**src/rtl/fetch_pkg.sv**
```systemverilog
// Shared defaults and the IF/ID packet type for the fetch stage.
//   DEF_WIDTH    instruction width (matches inst_mem width)
//   DEF_ADR_IN   PC / read address width (matches inst_mem adr_in)
//   DEF_RESET_PC PC loaded on reset
//   DEF_PC_STEP  PC increment per fetch (inst_mem is word indexed)
package fetch_pkg;

    localparam int unsigned     DEF_WIDTH    = 32;
    localparam int unsigned     DEF_ADR_IN   = 64;
    localparam longint unsigned DEF_RESET_PC = 64'd0;
    localparam longint unsigned DEF_PC_STEP  = 64'd1;

    typedef struct packed {
        logic [DEF_ADR_IN-1:0] pc;
        logic [DEF_WIDTH-1:0]  instr;
    } fetch_pkt_t;

endpackage

```
**src/rtl/if_id_reg.sv**
```systemverilog
// One-entry valid/ready pipeline register between fetch and decode.
// Ports:
//   clk, rst  rising-edge clock, synchronous active-high reset
//   flush     drop the held packet (highest priority)
//   load      capture in_pkt and mark the slot valid
//   ready     downstream accepts the slot this cycle
//   in_pkt    packet to capture on load
//   valid     slot holds a packet
//   out_pkt   held packet
module if_id_reg
    import fetch_pkg::*;
#(
    parameter type pkt_t = fetch_pkt_t
) (
    input  logic clk,
    input  logic rst,
    input  logic flush,
    input  logic load,
    input  logic ready,
    input  pkt_t in_pkt,
    output logic valid,
    output pkt_t out_pkt
);

    logic valid_q, valid_d;
    pkt_t pkt_q, pkt_d;

    always_comb begin
        valid_d = valid_q;
        pkt_d   = pkt_q;
        if (flush) begin
            valid_d = 1'b0;
        end else if (load) begin
            valid_d = 1'b1;
            pkt_d   = in_pkt;
        end else if (valid_q && ready) begin
            // Drained with nothing new to replace it.
            valid_d = 1'b0;
        end
    end

    always_ff @(posedge clk) begin
        if (rst) begin
            valid_q <= 1'b0;
            pkt_q   <= '0;
        end else begin
            valid_q <= valid_d;
            pkt_q   <= pkt_d;
        end
    end

    assign valid   = valid_q;
    assign out_pkt = pkt_q;

endmodule

```
**src/rtl/inst_fetch.sv**
```systemverilog
// Fetch stage: owns the PC, addresses inst_mem combinationally and feeds the
// IF/ID register, handling decode back-pressure, redirects and halt.
// Ports:
//   clk, rst        rising-edge clock, synchronous active-high reset
//   read_adr        address to inst_mem (always equals pc)
//   instruction     inst_mem data for read_adr, same cycle
//   redirect_valid  redirect request from execute
//   redirect_pc     redirect target
//   out_valid       IF/ID slot holds an instruction
//   out_ready       decode accepts the slot this cycle
//   out_instr       fetched instruction
//   out_pc          address of out_instr
//   halted          pc >= DEPTH, fetch suspended
module inst_fetch
    import fetch_pkg::*;
#(
    parameter int unsigned     WIDTH    = DEF_WIDTH,
    parameter int unsigned     DEPTH    = 80,
    parameter int unsigned     ADR_IN   = DEF_ADR_IN,
    parameter longint unsigned RESET_PC = DEF_RESET_PC,
    parameter longint unsigned PC_STEP  = DEF_PC_STEP
) (
    input  logic              clk,
    input  logic              rst,
    output logic [ADR_IN-1:0] read_adr,
    input  logic [WIDTH-1:0]  instruction,
    input  logic              redirect_valid,
    input  logic [ADR_IN-1:0] redirect_pc,
    output logic              out_valid,
    input  logic              out_ready,
    output logic [WIDTH-1:0]  out_instr,
    output logic [ADR_IN-1:0] out_pc,
    output logic              halted
);

    localparam logic [ADR_IN-1:0] PC_RESET = ADR_IN'(RESET_PC);
    localparam logic [ADR_IN-1:0] PC_INC   = ADR_IN'(PC_STEP);
    localparam logic [ADR_IN-1:0] PC_DEPTH = ADR_IN'(DEPTH);

    // Packet sized by this instance's parameters.
    typedef struct packed {
        logic [ADR_IN-1:0] pc;
        logic [WIDTH-1:0]  instr;
    } pkt_t;

    logic [ADR_IN-1:0] pc_q, pc_d;
    logic              space;
    logic              fetch;
    pkt_t              in_pkt;
    pkt_t              out_pkt;

    assign halted = (pc_q >= PC_DEPTH);
    assign space  = !out_valid || out_ready;
    assign fetch  = space && !halted && !redirect_valid;

    // Redirect beats fetch; otherwise pc only moves when a fetch is loaded.
    // Wraps modulo 2^ADR_IN, though halt stops it long before.
    always_comb begin
        pc_d = pc_q;
        if (redirect_valid) begin
            pc_d = redirect_pc;
        end else if (fetch) begin
            pc_d = pc_q + PC_INC;
        end
    end

    always_ff @(posedge clk) begin
        if (rst) begin
            pc_q <= PC_RESET;
        end else begin
            pc_q <= pc_d;
        end
    end

    assign read_adr     = pc_q;
    assign in_pkt.pc    = pc_q;
    assign in_pkt.instr = instruction;

    // A redirect flushes the slot even under stall; take without a new
    // fetch empties it inside the register.
    if_id_reg #(
        .pkt_t (pkt_t)
    ) u_if_id (
        .clk     (clk),
        .rst     (rst),
        .flush   (redirect_valid),
        .load    (fetch),
        .ready   (out_ready),
        .in_pkt  (in_pkt),
        .valid   (out_valid),
        .out_pkt (out_pkt)
    );

    assign out_pc    = out_pkt.pc;
    assign out_instr = out_pkt.instr;

endmodule

```
**config.mk**
```make
export PLATFORM = sky130hd
export DESIGN_NAME = inst_fetch
export DESIGN_NICKNAME = d
export VERILOG_FILES = /design/src/rtl/fetch_pkg.sv /design/src/rtl/if_id_reg.sv /design/src/rtl/inst_fetch.sv
export SDC_FILE = /design/constraint.sdc
export NUM_CORES = 1
export LEC_CHECK = 0
export CAP_MARGIN = 10
export CORE_AREA = 2 2 116 118
export DETAILED_ROUTE_END_ITERATION = 12
export DIE_AREA = 0 0 118 120
export PLACE_DENSITY = 0.91
export REMOVE_ABC_BUFFERS = 1
export SKIP_LAST_GASP = 1
export SYNTH_ARGS = -nofsm -noshare
export SYNTH_HDL_FRONTEND = slang
export SYNTH_SLANG_ARGS = --single-unit
```
**constraint.sdc**
```tcl
create_clock -name clk -period 5.6 [get_ports clk]
set_input_delay 1.12 -clock clk [delete_from_list [all_inputs] [get_ports clk]]
set_output_delay 1.12 -clock clk [all_outputs]
set_load 0.02 [all_outputs]
```
==> results by group, run 1 <==
Clock tree
  – Post-CTS Hold Fix Bufs: 0
  – Clock Path Buffers: 2
  – Total clock buffers created by CTS: 17
  – Clock insertion delay at the later pin of the skew report: 0.42 ns
  – Root buffer selected by CTS: sky130_fd_sc_hd__clkbuf_16
  – CTS tree: built
  – H-Tree Depth: 4
  – Setup repair bufs after CTS: 0
  – Clock edge transition at the registers on the reported setup and hold paths: 0.07 ns
  – CTS-repair resized insts: 0
  – Number of clock sinks: 161

Floorplanning
  – Y dimension of the die: 120 µm
  – Floorplan row count: 42
  – Die Wd: 118 µm
  – Area of the die: 14200 µm²
  – Initial standard-cell utilization of the core: 43.2%
  – Core footprint: 13000 µm²
  – Top-level port count: 262

STA
  – Final setup vio count: 0
  – Tightest slew margin relative to the limit: 31.5%
  – Worst clock skew: 0.0116 ns
  – Peak Freq: 255 MHz
  – Clock period minus final worst setup slack: 3.93 ns
  – Number of hold violations in the final report: 0
  – Sum of negative setup slack: 0 ns
  – Number of pins with negative max-slew slack in the final report: 0
  – Unrepaired setup endpoints after global routing: no
  – Final period util: 70.2%
  – Worst-Margin Slew: 1.03 ns

Worst setup path
  – Critical path's largest stage delay: 0.59 ns
  – Arrival time reported for the critical path endpoint: 2.81 ns
  – Endpoint type of the worst setup path: output port
  – WP data required: 4.48 ns
  – Worst Setup Start Kind: flop
  – CP max FO: 44
  – Critical Path, Cell by Cell: nor4_2 > nand4_1 > nor4_4 > buf_4 > nand2_1 > clkdlybuf4s50_1
  – Critical path start-end classification: reg -> out
  – Slowest stage cell on the critical path: sky130_fd_sc_hd__clkdlybuf4s50_1

Drt
  – Detail-routed net length per standard cell: 16.2 µm
  – Count of nets left with antenna violations after detail routing: 0
  – Number of optimization iterations in the first detailed-route pass: 4
  – Average via count per standard cell: 5.08
  – Drt total wl: 16.1 mm
  – First-iteration detailed-routing DRC count: 349
  – Vias after detailed routing: 5057
  – Drc violations: 0

Global route
  – Grt ovf: 0
  – Maximum number of pins on one net before global-route repair: 66
  – Number of antenna violations at the first check in global routing: 0
  – Global Route Usage Sum: 22.6%
  – Vias in the first global route: 4969
  – Global-route wire length before repair: 25.4 mm

Logic synthesis
  – Number of synthesis warnings: 0
  – Post-synth EDFFs: 0
  – Number of distinct standard cells referenced by the synthesized netlist: 30
  – Netlist Area Pre-Place: 5600 µm²
  – Async set-or-reset flop fraction in the synthesized netlist: 0%
  – Synthesized flop and latch total: 161
  – Synthesized area per cell: 9.90 µm²
  – Flip-flop cell with the highest count after synthesis: sky130_fd_sc_hd__dfxtp_1
  – Part of the Yosys area used for sequential elements: 57.5%
  – Gate count of the mapped netlist: 566

Placement
  – Count of input and output buffers: 261
  – Gpl congestion: 0.805
  – Final HPWL DP: 11.2 mm

Pwr
  – Leakage power summed over all cells: 3.39 nW
  – Worst IR drop on VDD: 251 µV
  – Total power density per cell area: 296 nW/µm²
  – Final total power: 0.00264 W

Final layout
  – Diodes inserted: 0
  – Area growth, synth to finish: 59.2%
  – Final #Nets: 910
  – Layout Utilization: 68.7%
  – Fraction of layout cells with a size suffix above 1: 5.49%

Run status
  – Status: complete, no violations

Worst hold path
  – Hold Path Class: reg -> reg

Flow run
  – Max Cap Viol: 0
[layout by cell type (no fill, tap or decap)]
cell / n
sky130_fd_sc_hd__nor4_2: 4
sky130_fd_sc_hd__mux2i_1: 57
sky130_fd_sc_hd__nor3_1: 2
sky130_fd_sc_hd__inv_6: 3
sky130_fd_sc_hd__o21a_1: 1
sky130_fd_sc_hd__clkinvlp_4: 3
sky130_fd_sc_hd__inv_8: 1
sky130_fd_sc_hd__a21oi_2: 1
sky130_fd_sc_hd__nand3_1: 43
sky130_fd_sc_hd__ha_1: 2
sky130_fd_sc_hd__o31ai_1: 2
sky130_fd_sc_hd__o21ai_0: 42
sky130_fd_sc_hd__nor4_1: 11
sky130_fd_sc_hd__nor2b_1: 2
sky130_fd_sc_hd__nor2_1: 65
sky130_fd_sc_hd__nand2_1: 5
sky130_fd_sc_hd__nand4_1: 3
sky130_fd_sc_hd__or4_1: 2
sky130_fd_sc_hd__dfxtp_1: 161
sky130_fd_sc_hd__clkinv_4: 3
sky130_fd_sc_hd__nor4_4: 1
sky130_fd_sc_hd__or3_1: 2
sky130_fd_sc_hd__clkdlybuf4s50_1: 259
sky130_fd_sc_hd__o31a_1: 1
sky130_fd_sc_hd__bufinv_16: 3
sky130_fd_sc_hd__clkbuf_1: 1
sky130_fd_sc_hd__inv_1: 4
sky130_fd_sc_hd__buf_4: 8
sky130_fd_sc_hd__and4_1: 2
sky130_fd_sc_hd__and2_1: 58
sky130_fd_sc_hd__or4_4: 1
sky130_fd_sc_hd__nand2b_1: 1
sky130_fd_sc_hd__a311oi_1: 6
sky130_fd_sc_hd__and3_1: 2
sky130_fd_sc_hd__clkbuf_16: 17
sky130_fd_sc_hd__a211oi_1: 1
sky130_fd_sc_hd__a21oi_1: 40
[cell usage after synthesis, drive strengths merged (4+ instances only)]
master	count	area [µm²]
nand3	43	215
clkbuf	37	139
buf	7	35.0
nor2	65	244
a311oi	6	52.6
a21oi	41	205
nand2	5	18.8
and2	58	363
nor4	16	131
inv	4	15.0
o21ai	42	210
dfxtp	161	3220
mux2i	57	571
[layer usage]
metal / track usage, % / wire length (µm) / up-vias
met1: 26.3 / 6560 / 2373
met3: 7.03 / 1270 / 35
li1: - / - / 2433
met5: 0 / 0 / -
met4: 10.0 / 450 / 0
met2: 38.3 / 7830 / 216
[through the flow]
stage	std cells	setup WS [ns]	hold slack, ns	instance area (µm²)
floorplan	522	1.10	0.547	5430
finish	996	1.67	0.457	8920
global route	996	1.56	0.472	8920
detailed placement	965	2.13	0.444	8310
global placement	965	2.19	0.441	8310
CTS	996	1.66	0.463	8920
[path summary, 6_finish.rpt]
check	slack (ns)	startpoint	endpoint	depth (start not counted)
setup / recovery	1.67	read_adr[59]	halted	6
setup reg to reg	2.96	read_adr[59]	read_adr[3]	5
hold reg to reg	0.46	u_if_id.out_pkt[40]	u_if_id.out_pkt[40]	1
hold / removal	0.46	u_if_id.out_pkt[40]	u_if_id.out_pkt[40]	1
[sequential cells by signal (all words and copies together) (netlist names)]
signal           flops
read_adr            64
u_if_id.out_pkt     96
u_if_id.valid        1
[critical path: cells and delay by family (launching register included)]
| family | cells | cell delay (ns) |
|---|---|---|
| DFF | 1 | 0.34 |
| buffers and inverters | 2 | 1.02 |
| and+or+nand+nor | 4 | 1.02 |
[layout make-up]
class                           instances  area, µm²
Fill cell                             991       4060
Sequential cell                       161       3220
Timing Repair Buffer                  267       2650
Multi-Input combinational cell        357       2200
Clock buffer                           18        429
Tap cell                              176        220
Clock inverter                         13        176
Inverter                                4       15.0
[logic make-up (layout without fill, tap and decap cells)]
logic type               count (synthesis)  after routing  share of synthesized area [%]
AND/OR/NAND/NOR                        204            204                           19.4
flip-flops                             161            161                           57.5
AO/OA/AOI/OAI                           94             94                           9.04
multiplexers                            57             57                           10.2
buffers and inverters                   48            302                           3.37
adder cells (fa/ha/maj)                  2              2                          0.447
[power by group]
part | switching (W) | leakage (nW) | internal [W]
Combinational | 0.000117 | 1.79 | 0.000142
Clock | 0.000478 | 0.286 | 0.000708
Sequential | 0.0000255 | 1.31 | 0.00117
Total | 0.000621 | 3.39 | 0.00202
Power figures use the tool's default switching activity.
==> inputs of run 2 (changes only) <==
- CORE_AREA: 2 2 116 118 -> 2 2 127 129
- DIE_AREA: 0 0 118 120 -> 0 0 129 131
- PLACE_DENSITY: 0.91 -> 0.82
- clock period: 5.6 -> 3.1 ns (I/O delays scaled with it)
==> run 2 against run 1 <==
Critical path depth down 1; power up 79%; setup slack worse by 1.6 ns; clock skew up 0.0025 ns; combinational power up 82%; cell count up 4.5%; worst hold slack better by 0.0017 ns; design area up 0.83%; flip-flop and latch count unchanged.
==> results by group, run 2 (synthesis gave the netlist of run 1 again) <==
Worst setup path
  – FF-to-FF Start: read_adr[43]
  – CP max FO: 3 (-93%)
  – Critical path start-end classification: reg -> out
  – WP data required: 2.48 ns (-2.00 ns)
  – Capture point of the critical path: halted
  – Logic depth of the worst register-to-register path: 6 (+1)
  – Reg2reg end: read_adr[3]
  – Arrival time reported for the critical path endpoint: 2.40 ns (-0.41 ns)
  – R2r setup slk: 0.37 ns (-2.59 ns)
  – Worst Setup Start Kind: flop
  – Endpoint type of the worst setup path: output port
  – Worst setup path startpoint: read_adr[43]

Floorplanning
  – Floorplan row count: 46 (+9.5%)
  – Initial standard-cell utilization of the core: 35.9% (-7.2 points)
  – Area of the die: 16900 µm² (+19%)
  – Die Wd: 129 µm (+9.3%)
  – Core footprint: 15600 µm² (+20%)
  – Top-level port count: 262 (unchanged)
  – Y dimension of the die: 131 µm (+9.2%)

STA
  – Clock period minus final worst setup slack: 3.02 ns
  – Worst-Margin Slew: 0.633 ns (-0.395 ns)
  – Worst clock skew: 0.0141 ns (+0.00254 ns)
  – Number of pins with negative max-slew slack in the final report: 0 (unchanged)
  – Final period util: 97.3%
  – Final setup vio count: 0 (unchanged)
  – Sum of negative setup slack: 0 ns (unchanged)
  – Peak Freq: 331 MHz
  – Number of hold violations in the final report: 0 (unchanged)
  – Tightest slew margin relative to the limit: 57.8% (+26 points)

Global route
  – Grt ovf: 0 (unchanged)
  – Global-route wire length before repair: 24.8 mm (-2.7%)
  – Global Route Usage Sum: 18.8% (-3.8 points)
  – Vias in the first global route: 4730 (-4.8%)
  – Maximum number of pins on one net before global-route repair: 58 (-12%)
  – Number of antenna violations at the first check in global routing: 1 (+1)

Final layout
  – Area growth, synth to finish: 60.5%
  – Max reg flops: 96 (unchanged)
  – Fraction of layout cells with a size suffix above 1: 6.18% (+0.69 points)
  – Most frequent cells in the layout: sky130_fd_sc_hd__clkdlybuf4s50_1, sky130_fd_sc_hd__dfxtp_1, sky130_fd_sc_hd__nor2_1
  – Diodes inserted: 0 (unchanged)
  – Cell Count, Final, Fillers Out: 1041 (+4.5%)
  – Leading cell type in the layout, fill and taps excluded: sky130_fd_sc_hd__clkdlybuf4s50_1
  – Final #Nets: 914 (+0.44%)

Placement
  – Gpl congestion: 0.811 (+0.80%)
  – Total instance count after detailed placement: 1008 (+4.5%)
  – Count of input and output buffers: 261 (unchanged)
  – Final HPWL DP: 11.2 mm (+0.44%)

Drt
  – Vias after detailed routing: 5004 (-1.0%)
  – Drc violations: 0 (unchanged)
  – Drt total wl: 16.3 mm (+1.1%)
  – First-iteration detailed-routing DRC count: 255 (-27%)
  – Average via count per standard cell: 4.81 (-5.3%)
  – Count of nets left with antenna violations after detail routing: 0 (unchanged)
  – Number of optimization iterations in the first detailed-route pass: 6 (+2)
  – Detail-routed net length per standard cell: 15.6 µm (-3.3%)

Clock tree
  – Number of clock sinks: 161 (unchanged)
  – Clock Path Buffers: 2 (unchanged)
  – Root buffer selected by CTS: sky130_fd_sc_hd__clkbuf_16
  – Total clock buffers created by CTS: 17 (unchanged)
  – Setup repair bufs after CTS: 0 (unchanged)
  – Clock insertion delay at the later pin of the skew report: 0.43 ns (about the same)
  – Post-CTS Hold Fix Bufs: 0 (unchanged)
  – CTS tree: built
  – CTS-repair resized insts: 0 (unchanged)
  – H-Tree Depth: 4 (unchanged)
  – Clock edge transition at the registers on the reported setup and hold paths: 0.07 ns (about the same)

Pwr
  – Leakage power summed over all cells: 3.41 nW (+0.70%)
  – Worst IR drop on VDD: 358 µV (+43%)
  – Total power density per cell area: 526 nW/µm² (+77%)

Flow run
  – Max Cap Viol: 0 (unchanged)

Run status
  – Status: complete, no violations

Worst hold path
  – Hold Path Class: reg -> reg
[run 2: worst max-delay path, cell delays in order (launching register included)]
cell and delay (ns):
sky130_fd_sc_hd__dfxtp_1 0.33, sky130_fd_sc_hd__nor4_2 0.32, sky130_fd_sc_hd__nand4_1 0.29, sky130_fd_sc_hd__nor4_4 0.35, sky130_fd_sc_hd__nand2_1 0.11, sky130_fd_sc_hd__clkdlybuf4s50_1 0.57
[run 2: where the power goes]
part / switching [W] / total, W / internal [W]
clock: 0.000910 / 0.00209 / 0.00118
sequential: 0.0000469 / 0.00217 / 0.00212
combinational: 0.000213 / 0.000472 / 0.000258
total: 0.00117 / 0.00473 / 0.00356
[run 2: area by class of cell]
type	count	area (µm²)
Fill cell	1316	6600
Timing Repair Buffer	271	2680
Sequential cell	161	3220
Multi-Input combinational cell	357	2200
Inverter	4	15.0
Clock buffer	19	453
Clock inverter	13	146
Tap cell	216	270
[run 2: routing by layer]
layer | routed length (µm) | part of all wire [%] | global-route usage, % | vias up
li1 | - | - | - | 2442
met1 | 6940 | 43 | 23.0 | 2356
met2 | 7710 | 47 | 29.8 | 171
met3 | 1220 | 7.5 | 7.04 | 35
met4 | 412 | 2.5 | 7.74 | 0
met5 | 0 | 0 | 0 | -
[run 2: how the worst min path moves through the flow]
stage / slack, ns / cells past startpoint / end / from
final: 0.46 / 1 / u_if_id.out_pkt[73] / u_if_id.out_pkt[73]
after global routing: 0.47 / 1 / u_if_id.out_pkt[71] / u_if_id.out_pkt[71]
after CTS: 0.46 / 1 / u_if_id.out_pkt[78] / u_if_id.out_pkt[78]
after detailed placement: 0.44 / 1 / u_if_id.out_pkt[49] / u_if_id.out_pkt[49]
after global placement: 0.44 / 1 / u_if_id.out_pkt[40] / u_if_id.out_pkt[40]
after floorplan: 0.55 / 2 / u_if_id.out_pkt[0] / u_if_id.out_pkt[0]
[run 2: stage by stage]
stage / area (µm²) / power, W / util (%) / setup WS [ns] / hold slack (ns)
after floorplan: 5430 / 0.00237 / - / -1.40 / 0.547
after global placement: 8390 / 0.00268 / 53.8 / 0.573 / 0.441
after detailed placement: 8390 / 0.00268 / 53.8 / 0.556 / 0.443
after CTS: 8990 / 0.00478 / 57.6 / 0.0852 / 0.463
after global routing: 8990 / 0.00490 / 57.7 / -0.0287 / 0.473
final: 8990 / 0.00473 / 57.7 / 0.0822 / 0.459
==> inputs of run 3 (changes only) <==
- CORE_AREA: 2 2 127 129 -> 2 2 116 140
- DIE_AREA: 0 0 129 131 -> 0 0 118 142
==> run 3 against run 2 <==
Fmax rose by 16%; first-iteration DRC count fell by 22%; sequential power barely moved; critical path type unchanged; clock power fell by 4%.
==> results by group, run 3 (synthesis gave the netlist of run 1 again) <==
Pwr
  – Final total power: 0.00465 W (-1.7%)
  – Leakage power summed over all cells: 3.38 nW (-0.88%)
  – Total power density per cell area: 520 nW/µm² (-1.1%)
  – Worst IR drop on VDD: 423 µV (+18%)

Clock tree
  – Clock insertion delay at the later pin of the skew report: 0.42 ns (about the same)
  – Clock edge transition at the registers on the reported setup and hold paths: 0.06 ns (about the same)
  – Number of clock sinks: 161 (unchanged)
  – Post-CTS Hold Fix Bufs: 0 (unchanged)
  – CTS tree: built
  – Setup repair bufs after CTS: 0 (unchanged)
  – Root buffer selected by CTS: sky130_fd_sc_hd__clkbuf_16
  – H-Tree Depth: 4 (unchanged)
  – Total clock buffers created by CTS: 17 (unchanged)
  – Clock Path Buffers: 2 (unchanged)

STA
  – Peak Freq: 384 MHz (+16%)
  – Worst-Margin Slew: 0.561 ns (-0.0717 ns)
  – Number of pins with negative max-slew slack in the final report: 0 (unchanged)
  – Unrepaired setup endpoints after global routing: no
  – Clock period minus final worst setup slack: 2.61 ns (-0.412 ns)
  – Tightest slew margin relative to the limit: 62.6% (+4.8 points)
  – Final setup vio count: 0 (unchanged)
  – Final period util: 84.0% (-13 points)
  – Number of hold violations in the final report: 0 (unchanged)
  – Worst clock skew: 0.00798 ns (-0.00614 ns)
  – Worst Slack Setup Final: 0.495 ns (+0.412 ns)

Final layout
  – Layout Utilization: 57.9% (+0.19 points)
  – Max reg flops: 96 (unchanged)
  – Filler cell count: 1324 (+0.61%)
  – Diodes inserted: 0 (unchanged)
  – Final #Nets: 912 (-0.22%)
  – Most frequent cells in the layout: sky130_fd_sc_hd__clkdlybuf4s50_1, sky130_fd_sc_hd__dfxtp_1, sky130_fd_sc_hd__nor2_1
  – Area growth, synth to finish: 59.6%
  – Leading cell type in the layout, fill and taps excluded: sky130_fd_sc_hd__clkdlybuf4s50_1
  – Post-Layout Inst Area: 8940 µm² (-0.60%)
  – Fraction of layout cells with a size suffix above 1: 5.72% (-0.46 points)

Global route
  – Global Route Usage Sum: 19.8% (+1.0 points)
  – Global-route wire length before repair: 26.1 mm (+5.5%)
  – Vias in the first global route: 4824 (+2.0%)
  – Number of antenna violations at the first check in global routing: 0 (-1)
  – Maximum number of pins on one net before global-route repair: 68 (+17%)
  – Grt ovf: 0 (unchanged)

Worst setup path
  – WP data required: 2.48 ns (about the same)
  – Endpoint type of the worst setup path: output port
  – Arrival time reported for the critical path endpoint: 1.99 ns (-0.41 ns)
  – Critical path start-end classification: reg -> out
  – Worst setup path startpoint: read_adr[21]
  – CP max FO: 3 (unchanged)
  – Worst Setup Start Kind: flop
  – FF-to-FF Start: read_adr[21]

Placement
  – Count of input and output buffers: 261 (unchanged)
  – Placed Area: 8380 µm² (about the same)
  – Final HPWL DP: 11.7 mm (+4.0%)
  – Gpl congestion: 0.773 (-4.7%)
  – Worst slack after detailed placement: 0.502 ns (-0.0537 ns)

Floorplanning
  – Y dimension of the die: 142 µm (+8.4%)
  – Initial standard-cell utilization of the core: 36.3% (+0.34 points)
  – Area of the die: 16800 µm² (-0.85%)
  – Die Wd: 118 µm (-8.5%)
  – Top-level port count: 262 (unchanged)
  – Core footprint: 15500 µm² (-0.93%)
  – Floorplan row count: 50 (+8.7%)

Worst hold path
  – Hold Crit Start: u_if_id.out_pkt[59]
  – Hold Path Class: reg -> reg

Flow run
  – Max Cap Viol: 0 (unchanged)

Drt
  – Number of optimization iterations in the first detailed-route pass: 4 (-2)
  – Average via count per standard cell: 4.81 (about the same)
  – Vias after detailed routing: 4952 (-1.0%)
  – Count of nets left with antenna violations after detail routing: 0 (unchanged)
  – Drc violations: 0 (unchanged)
  – First-iteration detailed-routing DRC count: 199 (-22%)
  – Detail-routed net length per standard cell: 16.4 µm (+4.7%)
  – Drt total wl: 16.9 mm (+3.6%)

Run status
  – Status: complete, no violations
## run 3: cell count changes in the layout (fill, tap and decap cells not counted), sizes merged
cell | before | now
clkinvlp | 1 | 3
clkdlybuf4s50 | 259 | 258
dlymetal6s2s | 0 | 1
buf | 12 | 10
clkinv | 6 | 2
clkbuf | 19 | 18
inv | 9 | 11
## run 3: what timing repair did
action | in CTS | in global routing
setup endpoints to repair | 0 | 1
gates resized for setup | 0 | 1
hold endpoints to repair | 0 | 0
## run 3: report_power, final
group,switching (W),internal (W)
clock,0.000891,0.00112
sequential,0.0000461,0.00212
combinational,0.000214,0.000259
## run 3: worst max-delay path, cell delays in order, from the launching register on
cell and delay [ns]:
sky130_fd_sc_hd__dfxtp_1 0.33, sky130_fd_sc_hd__nor4_2 0.31, sky130_fd_sc_hd__nand4_1 0.23, sky130_fd_sc_hd__nor4_4 0.34, sky130_fd_sc_hd__nand2_1 0.11, sky130_fd_sc_hd__dlymetal6s2s_1 0.25
## run 3: through the flow
stage / hold WS (ns) / instances / TNS [ns]
after floorplan: 0.547 / 522 / -81.35
after global placement: 0.441 / 999 / 0
after detailed placement: 0.444 / 999 / 0
after CTS: 0.462 / 1030 / 0
after global routing: 0.476 / 1030 / 0
final: 0.458 / 1030 / 0
## run 3: per-layer routing
layer,up-vias,wire [µm],track usage [%]
li1,2434,-,-
met1,2299,6760,22.5
met2,197,7970,32.2
met3,22,1780,9.94
met4,0,354,6.98
met5,-,0,0
## run 3: final cells by class
class | count | area (µm²) | share of cell area, %
multi-input combinational | 357 | 2200 | 24.6
inverter | 4 | 15.0 | 0.168
clock buffer | 18 | 429 | 4.80
timing repair buffer | 269 | 2680 | 30.0
sequential | 161 | 3220 | 36.1
clock inverter | 13 | 126 | 1.41
tap | 208 | 260 | 2.91
## run 3: path summary, 6_finish.rpt
kind,end,slack [ns],cells past startpoint
worst max-delay path,halted,0.49,5
worst min register to register,u_if_id.out_pkt[59],0.46,1
worst min-delay path,u_if_id.out_pkt[59],0.46,1
worst max register to register,read_adr[4],0.61,5
==> variant, RTL diff (flow settings as in run 2) <==
`DEF_ADR_IN`: 64 -> 32.
--- a/src/rtl/fetch_pkg.sv
+++ b/src/rtl/fetch_pkg.sv
@@ -7,5 +7,5 @@
 
     localparam int unsigned     DEF_WIDTH    = 32;
-    localparam int unsigned     DEF_ADR_IN   = 64;
+    localparam int unsigned     DEF_ADR_IN   = 32;
     localparam longint unsigned DEF_RESET_PC = 64'd0;
     localparam longint unsigned DEF_PC_STEP  = 64'd1;
Ports: changed (resized out_pc, read_adr and redirect_pc); port bits go from 262 to 166. No check against the original RTL was run, so the function may have changed too.
==> variant against run 2 <==
  * Final cell count down 27%
  * Final area down 34%
  * Clock skew down 5.7 ps
  * Worst setup slack better by 340 ps
  * Register-to-register slack better by 570 ps
  * Sequential cell count down 64
  * Combinational power down 19%
  * Synthesized area down 32%
  * Global-route usage down 5.5 points
  * Sequential power down 40%
  * Power down 40%
  * Wire length down 29%
  * Largest cell class unchanged
  * Largest power group unchanged
==> variant: results (changes against run 2) <==
Synthesis
  • Post-synthesis sequential area ratio: 0.509 (-0.0664)
  • Post-synth top cells: dfxtp_1 (97), nand4_1 (44), o31ai_1 (43)
  • Post-synthesis mux area share: 0.0656 (-0.0363)
  • Synth Area in Compound Gates: 0.166 (+0.0751)
  • Area contributors post-synth: dfxtp_1 (51%), o31ai_1 (8.5%), nand4_1 (7.2%)
  • Adder-cell share of the synthesized area: 0.00656 (+0.00209)

Layout
  • Bufs w/o clock: 174 (-36%)
  • Layout cell share with drive strength beyond 1: 0.0661 (+0.00424)
  • Max reg flops: 64 (-33%)
  • Non-Filler Instances: 761 (-27%)
  • Layout Nets: 610 (-33%)
  • Storage cell area: 1940 um^2 (-40%)
  • Multi-input combinational area share: 0.286 (+0.0411)
  • Non-clk buf share: 0.288 (-0.0103)
  • Fillers: 1547 (+18%)

Place
  • Dpl cells: 745 (-26%)
  • GP Congestion: 0.801 (-1.3%)
  • Post-DP HPWL: 7.72 mm (-31%)

Power and ir drop
  • Power Internal: 2.09 mW (-41%)
  • P_leak: 2.05 nW (-40%)
  • Peak VDD IR: 0.240 mV (-33%)
  • Sequential Power: 1.31 mW (-40%)

Status
  • Status: finished clean

Route
  • Initial DRC count: 88 (-65%)
  • Met2 routed WL: 5.67 mm (-26%)
  • Wire length on met3: 825 um (-32%)

Global routing
  • Vias in the first global route: 3427 (-28%)
  • Initial antenna violation count: 0 (-1)
  • Met1 Usage GRT: 0.157 (-0.0736)
  • GR Layer Usage met3: 0.0472 (-0.0232)
  • Pin count of the biggest net entering global routing: 46 (-21%)
  • GR Layer Usage met2: 0.226 (-0.0722)

Setup path
  • CP peak stage delay: 550 ps (-20 ps)

CTS
  • H-tree depth: 3 (-1)
[variant: cell count changes after synthesis, moves of 7 or more]
cell     before  now
dfxtp_1     161   97
nand3_1      43    2
nand4_1       3   44
o31ai_1       2   43
o21ai_0      42    3
and2_1       58   25
mux2i_1      57   25
nor2_1       65   33
nor4_1       11    1
buf_2         1    8
[variant: worst paths after layout]
path / slack, ps / cells after the start / end / startpoint
max: 420 / 4 / halted / read_adr[30]
max reg2reg: 940 / 6 / u_if_id.out_pkt[49] / read_adr[30]
min: 460 / 1 / u_if_id.out_pkt[61] / u_if_id.out_pkt[61]
min reg2reg: 460 / 1 / u_if_id.out_pkt[61] / u_if_id.out_pkt[61]
[variant: metrics by stage]
| step | utilization | setup WS [ps] |
|---|---|---|
| 2_1_floorplan | - | 145 |
| 3_3_place_gp | 0.361 | 488 |
| 3_5_place_dp | 0.361 | 476 |
| 4_1_cts | 0.381 | 375 |
| 5_1_grt | 0.381 | 344 |
| 6_report | 0.381 | 424 |
